<file path="src/rtl/uart_pkg.sv">
// Shared UART definitions: transmit FSM states, parity modes and the parity helper
// used by both the TX and RX paths.
package uart_pkg;

  typedef enum logic [2:0] {
    IDLE,
    START,
    DATA,
    PARITY,
    STOP
  } tx_state_t;

  localparam logic [1:0] PARITY_NONE = 2'd0;
  localparam logic [1:0] PARITY_ODD  = 2'd1;
  localparam logic [1:0] PARITY_EVEN = 2'd2;

  // Widest data word the parity helper accepts; narrower words are zero-extended,
  // which leaves the XOR reduction unchanged.
  localparam int PARITY_MAX_WIDTH = 16;

  function automatic logic calc_parity(input logic [PARITY_MAX_WIDTH-1:0] data,
                                       input logic [1:0] mode);
    case (mode)
      PARITY_ODD:  calc_parity = ~^data;
      PARITY_EVEN: calc_parity = ^data;
      default:     calc_parity = 1'b0;
    endcase
  endfunction

endpackage

</file>
<file path="src/rtl/uart_tx_serializer.sv">
// UART transmit serializer: pops bytes from a show-ahead FIFO and shifts them out as
// start / data (LSB first) / optional parity / stop bits, back-to-back while data remains.
module uart_tx_serializer
  import uart_pkg::*;
#(
  parameter int CLKS_PER_BIT = 1085,
  parameter int DATA_WIDTH   = 8,
  parameter int PARITY_MODE  = 0,
  parameter int STOP_BITS    = 1
) (
  input  logic                  clk,
  input  logic                  rst_n,
  input  logic                  tx_enable,
  input  logic                  fifo_empty,
  input  logic [DATA_WIDTH-1:0] fifo_rd_data,
  output logic                  fifo_rd_en,
  output logic                  uart_tx,
  output logic                  tx_busy,
  output logic                  tx_done
);

  localparam int CW = $clog2(CLKS_PER_BIT);
  localparam int IW = (DATA_WIDTH > 1) ? $clog2(DATA_WIDTH) : 1;
  localparam logic [CW-1:0] BIT_LAST  = CW'(CLKS_PER_BIT - 1);
  localparam logic [IW-1:0] IDX_LAST  = IW'(DATA_WIDTH - 1);
  localparam logic          STOP_LAST = (STOP_BITS == 2);
  localparam logic [1:0]    MODE      = 2'(PARITY_MODE);

  tx_state_t             state, state_n;
  logic [CW-1:0]         bit_cnt, bit_cnt_n;
  logic [IW-1:0]         data_idx, data_idx_n;
  logic                  stop_idx, stop_idx_n;
  logic [DATA_WIDTH-1:0] shift, shift_n;
  logic                  parity, parity_n;
  logic                  tx_n, busy_n, done_n;
  logic                  bit_end, frame_end, pop;
  logic [PARITY_MAX_WIDTH-1:0] rd_wide;

  // Handshake: fifo_rd_data is valid whenever !fifo_empty; fifo_rd_en acts as ready,
  // and the byte transfers on any clock edge where both are high.
  assign bit_end    = (bit_cnt == BIT_LAST);
  assign frame_end  = (state == STOP) && (stop_idx == STOP_LAST) && bit_end;
  assign pop        = tx_enable && !fifo_empty && ((state == IDLE) || frame_end);
  assign fifo_rd_en = pop;

  always_comb begin
    rd_wide = '0;
    rd_wide[DATA_WIDTH-1:0] = fifo_rd_data;
  end

  always_comb begin
    state_n    = state;
    bit_cnt_n  = bit_end ? '0 : bit_cnt + CW'(1);
    data_idx_n = data_idx;
    stop_idx_n = stop_idx;
    shift_n    = shift;
    parity_n   = parity;
    tx_n       = 1'b1;

    case (state)
      IDLE:  bit_cnt_n = '0;
      START: if (bit_end) begin
        state_n    = DATA;
        data_idx_n = '0;
      end
      DATA: if (bit_end) begin
        shift_n = shift >> 1;
        if (data_idx == IDX_LAST) begin
          state_n    = (MODE == PARITY_NONE) ? STOP : PARITY;
          stop_idx_n = 1'b0;
        end else begin
          data_idx_n = data_idx + IW'(1);
        end
      end
      PARITY: if (bit_end) begin
        state_n    = STOP;
        stop_idx_n = 1'b0;
      end
      STOP: if (bit_end) begin
        if (stop_idx == STOP_LAST) state_n = IDLE;
        else                       stop_idx_n = 1'b1;
      end
      default: state_n = IDLE;
    endcase

    // A pop overrides the end-of-frame return to IDLE, giving gapless frames.
    if (pop) begin
      state_n    = START;
      bit_cnt_n  = '0;
      data_idx_n = '0;
      stop_idx_n = 1'b0;
      shift_n    = fifo_rd_data;
      parity_n   = calc_parity(rd_wide, MODE);
    end

    // Line outputs are registered from the next state so they change with it.
    case (state_n)
      START:   tx_n = 1'b0;
      DATA:    tx_n = shift_n[0];
      PARITY:  tx_n = parity_n;
      default: tx_n = 1'b1;
    endcase
    busy_n = (state_n != IDLE);
    done_n = (state_n == STOP) && (stop_idx_n == STOP_LAST) && (bit_cnt_n == BIT_LAST);
  end

  always_ff @(posedge clk or negedge rst_n) begin
    if (!rst_n) begin
      state    <= IDLE;
      bit_cnt  <= '0;
      data_idx <= '0;
      stop_idx <= 1'b0;
      shift    <= '0;
      parity   <= 1'b0;
      uart_tx  <= 1'b1;
      tx_busy  <= 1'b0;
      tx_done  <= 1'b0;
    end else begin
      state    <= state_n;
      bit_cnt  <= bit_cnt_n;
      data_idx <= data_idx_n;
      stop_idx <= stop_idx_n;
      shift    <= shift_n;
      parity   <= parity_n;
      uart_tx  <= tx_n;
      tx_busy  <= busy_n;
      tx_done  <= done_n;
    end
  end

endmodule

</file>
<file path="config.mk">
export PLATFORM = sky130hd
export DESIGN_NAME = uart_tx_serializer
export DESIGN_NICKNAME = d
export VERILOG_FILES = /design/src/rtl/uart_pkg.sv /design/src/rtl/uart_tx_serializer.sv
export SDC_FILE = /design/constraint.sdc
export NUM_CORES = 1
export LEC_CHECK = 0
export CORE_MARGIN = 2
export CORE_UTILIZATION = 35
export CTS_CLUSTER_DIAMETER = 30
export CTS_CLUSTER_SIZE = 20
export DETAILED_ROUTE_END_ITERATION = 8
export PLACE_DENSITY_LB_ADDON = 0.2
export SLEW_MARGIN = 40
export SYNTH_ARGS = -nofsm -noshare
export SYNTH_HDL_FRONTEND = slang
export SYNTH_SLANG_ARGS = --single-unit
</file>
<file path="constraint.sdc">
create_clock -name clk -period 2.1 [get_ports clk]
set_input_delay 0.21 -clock clk [delete_from_list [all_inputs] [get_ports clk]]
set_output_delay 0.21 -clock clk [all_outputs]
set_load 0.01 [all_outputs]
</file>
==> results.py, run 1 <==
metrics = {
    "die": {
        "core_area_um2": 4660,
        "die_h_um": 73.1,
        "die_area_um2": 5350,
        "initial_core_util_pct": 35.9,
        "die_width_um": 73.1,
        "num_rows": 25,
        "io_pins": 16,
    },
    "flow_run": {
        "cap_violations": 0,
    },
    "sta": {
        "post-route-period-util_pct": 99.0,
        "setup_viol": 0,
        "report.final.slew_viol_count": 0,
        "fin_skew_ns": 0.00527,
        "fin_crit_ns": 2.08,
        "fmax_mhz": 481,
        "finalHoldViolations": 0,
        "max_slew.worst_pin.slew_ns": 0.575,
        "slew-limit-headroom_pct": 61.4,
        "layout_setup_ws_ns": 0.0216,
        "rsz0062_at_grt": "true",
        "fin_hold_ws_ns": 0.319,
    },
    "final_layout": {
        "drive_gt1_share_pct": 31.0,
        "antenna-diode-count": 0,
        "nets": 218,
        "instances_no_fill": 257,
        "final_area_um2": 2160,
        "utilization_pct": 46.4,
        "syn2layout_area_growth_pct": 29.2,
    },
    "cts": {
        "cts_root_buf": "clkbuf_8",
        "cts_tree": "yes",
        "cts_buffers": 5,
        "cts.path.max_buffers": 2,
        "insertion_delay_ns": 0.28,
        "clkTransAtPathRegs_ns": 0.07,
        "htreeDepth": 2,
        "cts_sinks": 30,
        "holdBufCountCts": 0,
    },
    "pwr": {
        "leakage_nw": 1.00,
        "max-vdd-ir-drop_mv": 0.353,
        "powerDensity_nw_per_um2": 504,
    },
    "critical_path": {
        "arrival_ns": 2.30,
        "path_cells": "or3b_4 -> or4_4 -> a21o_4 -> buf_6 -> mux2_4 -> a21o_1",
        "critPathKind": "reg -> reg",
        "cp_top_family": "simple AND/OR/NAND/NOR gates",
        "required_ns": 2.32,
        "cpMaxStageDelayCell": "or4_4",
        "cpPeakStageDelay_ns": 0.43,
        "crit_path_end_kind": "flip-flop",
        "path_buf_inv": 1,
        "startpoint_type": "flip-flop",
        "cp_max_fo": 4,
    },
    "drt": {
        "vias": 1326,
        "route.met3.wl_um": 118,
        "first_pass_iters": 4,
        "met2_length_um": 1710,
        "drt-initial-drc-count": 63,
        "drc": 0,
        "wl_met1_um": 1750,
        "wire_per_inst_um": 14.0,
        "vias_per_cell": 5.16,
        "dr.max_layer_used": "met4",
        "totalWireLength_um": 3600,
        "ant_nets": 0,
    },
    "global_route": {
        "track_usage_pct": 15.3,
        "first_global_vias": 1373,
        "antenna_found_initial": 0,
        "grt_pass1_wl_um": 6210,
        "grt_max_degree": 31,
        "overflow": 0,
    },
    "logic_synthesis": {
        "synthCells": 159,
        "synth-main-ff-cell": "dfrtp_1",
        "synth_nets": 175,
        "yosysWarnings": 0,
        "avgSynthCellArea_um2": 10.5,
        "synth_cell_type_count": 52,
        "synth_edf_count": 0,
        "synth_area_um2": 1670,
        "asyncSetResetFlopFracSynth_pct": 100,
        "ys_ff_latch": 30,
        "synth.yosys.seq_area_share_pct": 45.0,
    },
    "placement": {
        "place_area_um2": 2000,
        "io_buffers": 15,
        "gp_congestion": 0.833,
        "dp.cells": 244,
        "hpwl_um": 2720,
        "post-place-ws_ns": -0.104,
    },
    "hold_path": {
        "hold_class": "in -> async",
    },
    "outcome": {
        "status": "complete, no violations",
    },
}
cell usage after synthesis, types with 2 or more instances:
cell type	count	area [µm²]
a21o_1	4	30.0
a21oi_1	4	20.0
a221o_1	6	60.1
a22o_1	2	17.5
and2_2	8	60.1
and3_1	2	12.5
buf_6	3	33.8
clkbuf_1	2	7.51
dfrtp_1	29	726
ha_1	4	50.1
inv_1	4	15.0
mux2_4	2	30.0
nand2_1	8	30.0
nand2b_1	3	18.8
nand3_1	7	35.0
nand3b_1	2	15.0
nand4_1	3	18.8
nor2_1	17	63.8
nor2b_1	2	12.5
nor3_1	5	25.0
nor4_1	2	12.5
o21ai_0	3	15.0
o31ai_1	2	15.0
o41ai_1	2	17.5
xnor2_1	3	26.3
xor2_1	4	35.0
cells by family (layout without fill, tap and decap cells):
logic type / after synthesis / after routing / share of synthesized area, %
simple gates: 72 / 72 / 25.4
fa+ha+maj: 4 / 4 / 2.99
buf+inv: 13 / 57 / 5.83
flops: 30 / 30 / 45.0
mux: 3 / 3 / 2.47
compound gates: 30 / 30 / 14.7
xor+xnor: 7 / 7 / 3.66
worst register-to-register path, stage by stage (launching register included):
cell and delay [ns]:
dfrtp_1 0.38, or3b_4 0.40, or4_4 0.43, a21o_4 0.24
buf_6 0.12, mux2_4 0.29, a21o_1 0.15
cell type report:
cell class	instances	area (µm²)
clock buffers	7	86.3
flip-flops and latches	30	752
repair buffers	44	377
inverters	5	23.8
clock inverters	1	5.00
multi-input cells	116	851
well taps	54	67.6
fillers	434	2500
final timing paths:
path                                  from         end  depth (start not counted)  slack, ns
min                                  rst_n  bit_cnt[2]                          2       0.32
min reg2reg                         parity      parity                          1       0.51
max                             bit_cnt[9]     uart_tx                          6       0.02
min in group clk           fifo_rd_data[7]    shift[7]                          3       0.49
max in group asynchronous            rst_n     uart_tx                          2       1.46
max reg2reg                     bit_cnt[9]     uart_tx                          6       0.02
power by group:
| group | total (mW) | switching (mW) | leakage [nW] | internal (mW) |
|---|---|---|---|---|
| Sequential | 0.578 | 0 | 0.385 | 0.578 |
| Clock | 0.479 | 0.215 | 0.0482 | 0.264 |
| Combinational | 0.0324 | 0.0132 | 0.568 | 0.0192 |
through the flow:
step,TNS (ns),power [mW]
2_1_floorplan,-0.103,0.589
3_3_place_gp,-0.0821,0.622
3_5_place_dp,-0.329,0.623
4_1_cts,-0.377,1.10
5_1_grt,-0.478,1.14
6_report,0,1.09
repair_timing:
action,4_1_cts,5_1_grt
resized for setup,9,4
endpoints found under the setup margin,8,12
setup buffers,5,0
pin swaps,3,3
flip-flops by register name (all words and copies together), names as in the netlist:
signal	flops
state	3
shift	8
tx_done	1
tx_busy	1
parity	1
data_idx	3
bit_cnt	11
uart_tx	1
stop_idx	1
placed cells by master, fill, tap and decap left out, types with 2 or more instances in the layout:
master,n
dfrtp_1,29
buf_4,27
nor2_1,17
clkdlybuf4s50_1,14
nand2_1,8
and2_2,8
nand3_1,7
a221o_1,6
clkbuf_8,6
nor3_1,5
a21o_1,4
inv_1,4
xor2_1,4
o21ai_0,3
nand4_1,3
xnor2_1,3
nand2b_1,3
a21oi_1,3
mux2_4,3
ha_1,3
buf_6,3
or3b_4,2
nand3b_1,2
a21oi_2,2
o31ai_1,2
and3_1,2
nor4_1,2
nor2b_1,2
a22o_1,2
metal layers:
layer | track usage (%) | vias up
met5 | 0 | -
met3 | 5.80 | 5
met4 | 3.09 | 0
met1 | 20.4 | 643
met2 | 23.7 | 20
li1 | - | 658
No activity file was read; power rests on OpenSTA's default activity.
==> run 2: changes to the inputs <==
GPL_TIMING_DRIVEN = 0   (was not set)
SETUP_SLACK_MARGIN = 0.15   (was not set)
==> run 2 against run 1 <==
Compared with the run above: first-iteration DRC count decreased by 17%; the run now ends with negative setup slack left; utilization is 1.0 points higher; via count is 0.90% lower; clock skew up 0.0034 ns; die area stayed put; clock-buffer cell count fell by 2; largest power group unchanged.
==> results.py, run 2 (same netlist as run 1, synthesis figures left out) <==
metrics = {
    "outcome": {
        "status": "finished, violations left",
        "violations": "negative setup slack",
    },
    "cts": {
        "insertion_delay_ns": 0.29,
        "cts_tree": "yes",
        "cts_root_buf": "clkbuf_8",
        "htreeDepth": 2,
        "cts_sinks": 30,
        "cts.path.max_buffers": 2,
        "cts_buffers": 5,
        "clkTransAtPathRegs_ns": 0.07,
    },
    "final_layout": {
        "largest_reg_flops": 11,
        "antenna-diode-count": 0,
        "mostFrequentLayoutCell": "dfrtp_1",
        "drive_gt1_share_pct": 32.5,
        "nets": 215,
        "regMostFlops": "bit_cnt",
        "syn2layout_area_growth_pct": 32.1,
        "final_cell_mix": "29 x dfrtp_1, 17 x nor2_1, 17 x buf_4",
        "instances_no_fill": 254,
        "top_regs": "bit_cnt x11, shift x8",
    },
    "critical_path": {
        "required_ns": 1.89,
        "crit_path_end_kind": "output port",
        "startpoint_type": "flip-flop",
        "critPathKind": "reg -> out",
        "cp_max_fo": 8,
        "arrival_ns": 2.12,
    },
    "global_route": {
        "track_usage_pct": 14.8,
        "grt_max_degree": 31,
        "antenna_found_initial": 0,
        "first_global_vias": 1343,
        "overflow": 0,
        "grt_pass1_wl_um": 6040,
    },
    "drt": {
        "vias_per_cell": 5.17,
        "ant_nets": 0,
        "vias": 1314,
        "drt-initial-drc-count": 52,
        "drc": 0,
        "first_pass_iters": 4,
        "totalWireLength_um": 3690,
        "wire_per_inst_um": 14.5,
    },
    "placement": {
        "hpwl_um": 2350,
        "dp.cells": 228,
        "io_buffers": 15,
        "gp_congestion": 0.788,
    },
    "die": {
        "num_rows": 25,
        "core_area_um2": 4660,
        "die_width_um": 73.1,
        "io_pins": 16,
        "die_h_um": 73.1,
        "initial_core_util_pct": 35.9,
        "die_area_um2": 5350,
    },
    "pwr": {
        "p_sw_share_pct": 20.2,
        "pwr-share-comb_pct": 2.6,
        "leakage_nw": 1.00,
        "clkPwrFrac_pct": 48.6,
        "p_seq_share_pct": 48.8,
        "power.internal_mw": 0.945,
        "power_mw": 1.18,
        "powerDensity_nw_per_um2": 536,
        "switchingPower_mw": 0.240,
        "max-vdd-ir-drop_mv": 0.575,
    },
    "hold_path": {
        "hold_class": "in -> reg",
    },
    "sta": {
        "post-route-period-util_pct": 111,
        "layout_setup_ws_ns": -0.226,
        "fin_skew_ns": 0.00863,
        "fin_crit_ns": 2.33,
        "fmax_mhz": 430,
        "setup_viol": 12,
        "rsz0062_at_grt": "true",
        "report.final.slew_viol_count": 0,
        "finalHoldViolations": 0,
        "max_slew.worst_pin.slew_ns": 0.664,
        "slew-limit-headroom_pct": 55.8,
    },
    "flow_run": {
        "cap_violations": 0,
    },
}
## run 2: cell count changes in the layout (fill, tap and decap cells not counted), sizes merged
cell	previous run	this run
buf	30	25
bufinv	0	1
clkdlybuf4s50	14	13
clkinv	2	3
dlygate4sd3	0	1
## run 2: through the flow
| step | area [µm²] | utilization, % | worst slack [ns] | hold WS [ns] | setup TNS [ns] |
|---|---|---|---|---|---|
| 2_1_floorplan | 1680 | - | -0.0562 | -0.0856 | -0.103 |
| 3_3_place_gp | 1900 | 40.8 | -0.474 | 0.482 | -2.43 |
| 3_5_place_dp | 1900 | 40.8 | -0.525 | 0.295 | -2.74 |
| 4_1_cts | 2140 | 45.9 | -0.246 | 0.477 | -1.53 |
| 5_1_grt | 2210 | 47.4 | -0.275 | 0.512 | -2.04 |
| 6_report | 2210 | 47.4 | -0.226 | 0.474 | -1.28 |
## run 2: layout make-up
class	instances	area, µm²
buffer	8	88.8
clock buffer	5	68.8
clock inverter	3	40.0
fill	445	2450
inverter	5	23.8
multi-input combinational	116	885
sequential	30	752
tap	54	67.6
timing repair buffer	33	284
## run 2: timing repair
| action | CTS | global route |
|---|---|---|
| pin swaps | 7 | 2 |
| resized for setup | 13 | 5 |
| endpoints found under the hold margin | 29 | 0 |
| setup endpoints to repair | 15 | 18 |
| buffers inserted | 12 | 5 |
| hold buffers | 1 | 0 |
## run 2: power by group through the flow
stage	logic [mW]	registers, mW	clock network, mW
5_1_grt	0.0353	0.577	0.613
3_5_place_dp	0.0314	0.589	0
4_1_cts	0.0328	0.578	0.582
6_report	0.0310	0.578	0.576
2_1_floorplan	0.000433	0.589	0
3_3_place_gp	0.0316	0.589	0
## run 2: worst max-delay path, stage by stage (launching register included)
cell and delay (ns):
dfrtp_1 0.37, clkbuf_8 0.15, nand4bb_1 0.21, buf_6 0.14
or4_4 0.48, a21o_4 0.23, clkinv_4 0.05, buf_12 0.09
buf_6 0.09
## run 2: layer usage
metal / share of wire [%] / track usage (%) / vias to the layer above
met2: 51 / 23.1 / 20
met1: 45 / 18.7 / 638
met5: 0 / 0 / -
met4: 1.1 / 7.41 / 0
li1: - / - / 650
met3: 3.0 / 4.14 / 6
## run 2: worst paths after layout
path | start | to | slack (ns) | cells after the start
worst min register to register | parity | parity | 0.50 | 1
max in group asynchronous | rst_n | shift[2] | 1.17 | 2
min in group asynchronous | rst_n | bit_cnt[3] | 0.49 | 2
worst max register to register | bit_cnt[6] | data_idx[0] | -0.18 | 10
worst max-delay path | bit_cnt[6] | fifo_rd_en | -0.23 | 8
worst min-delay path | fifo_rd_data[7] | shift[7] | 0.47 | 3
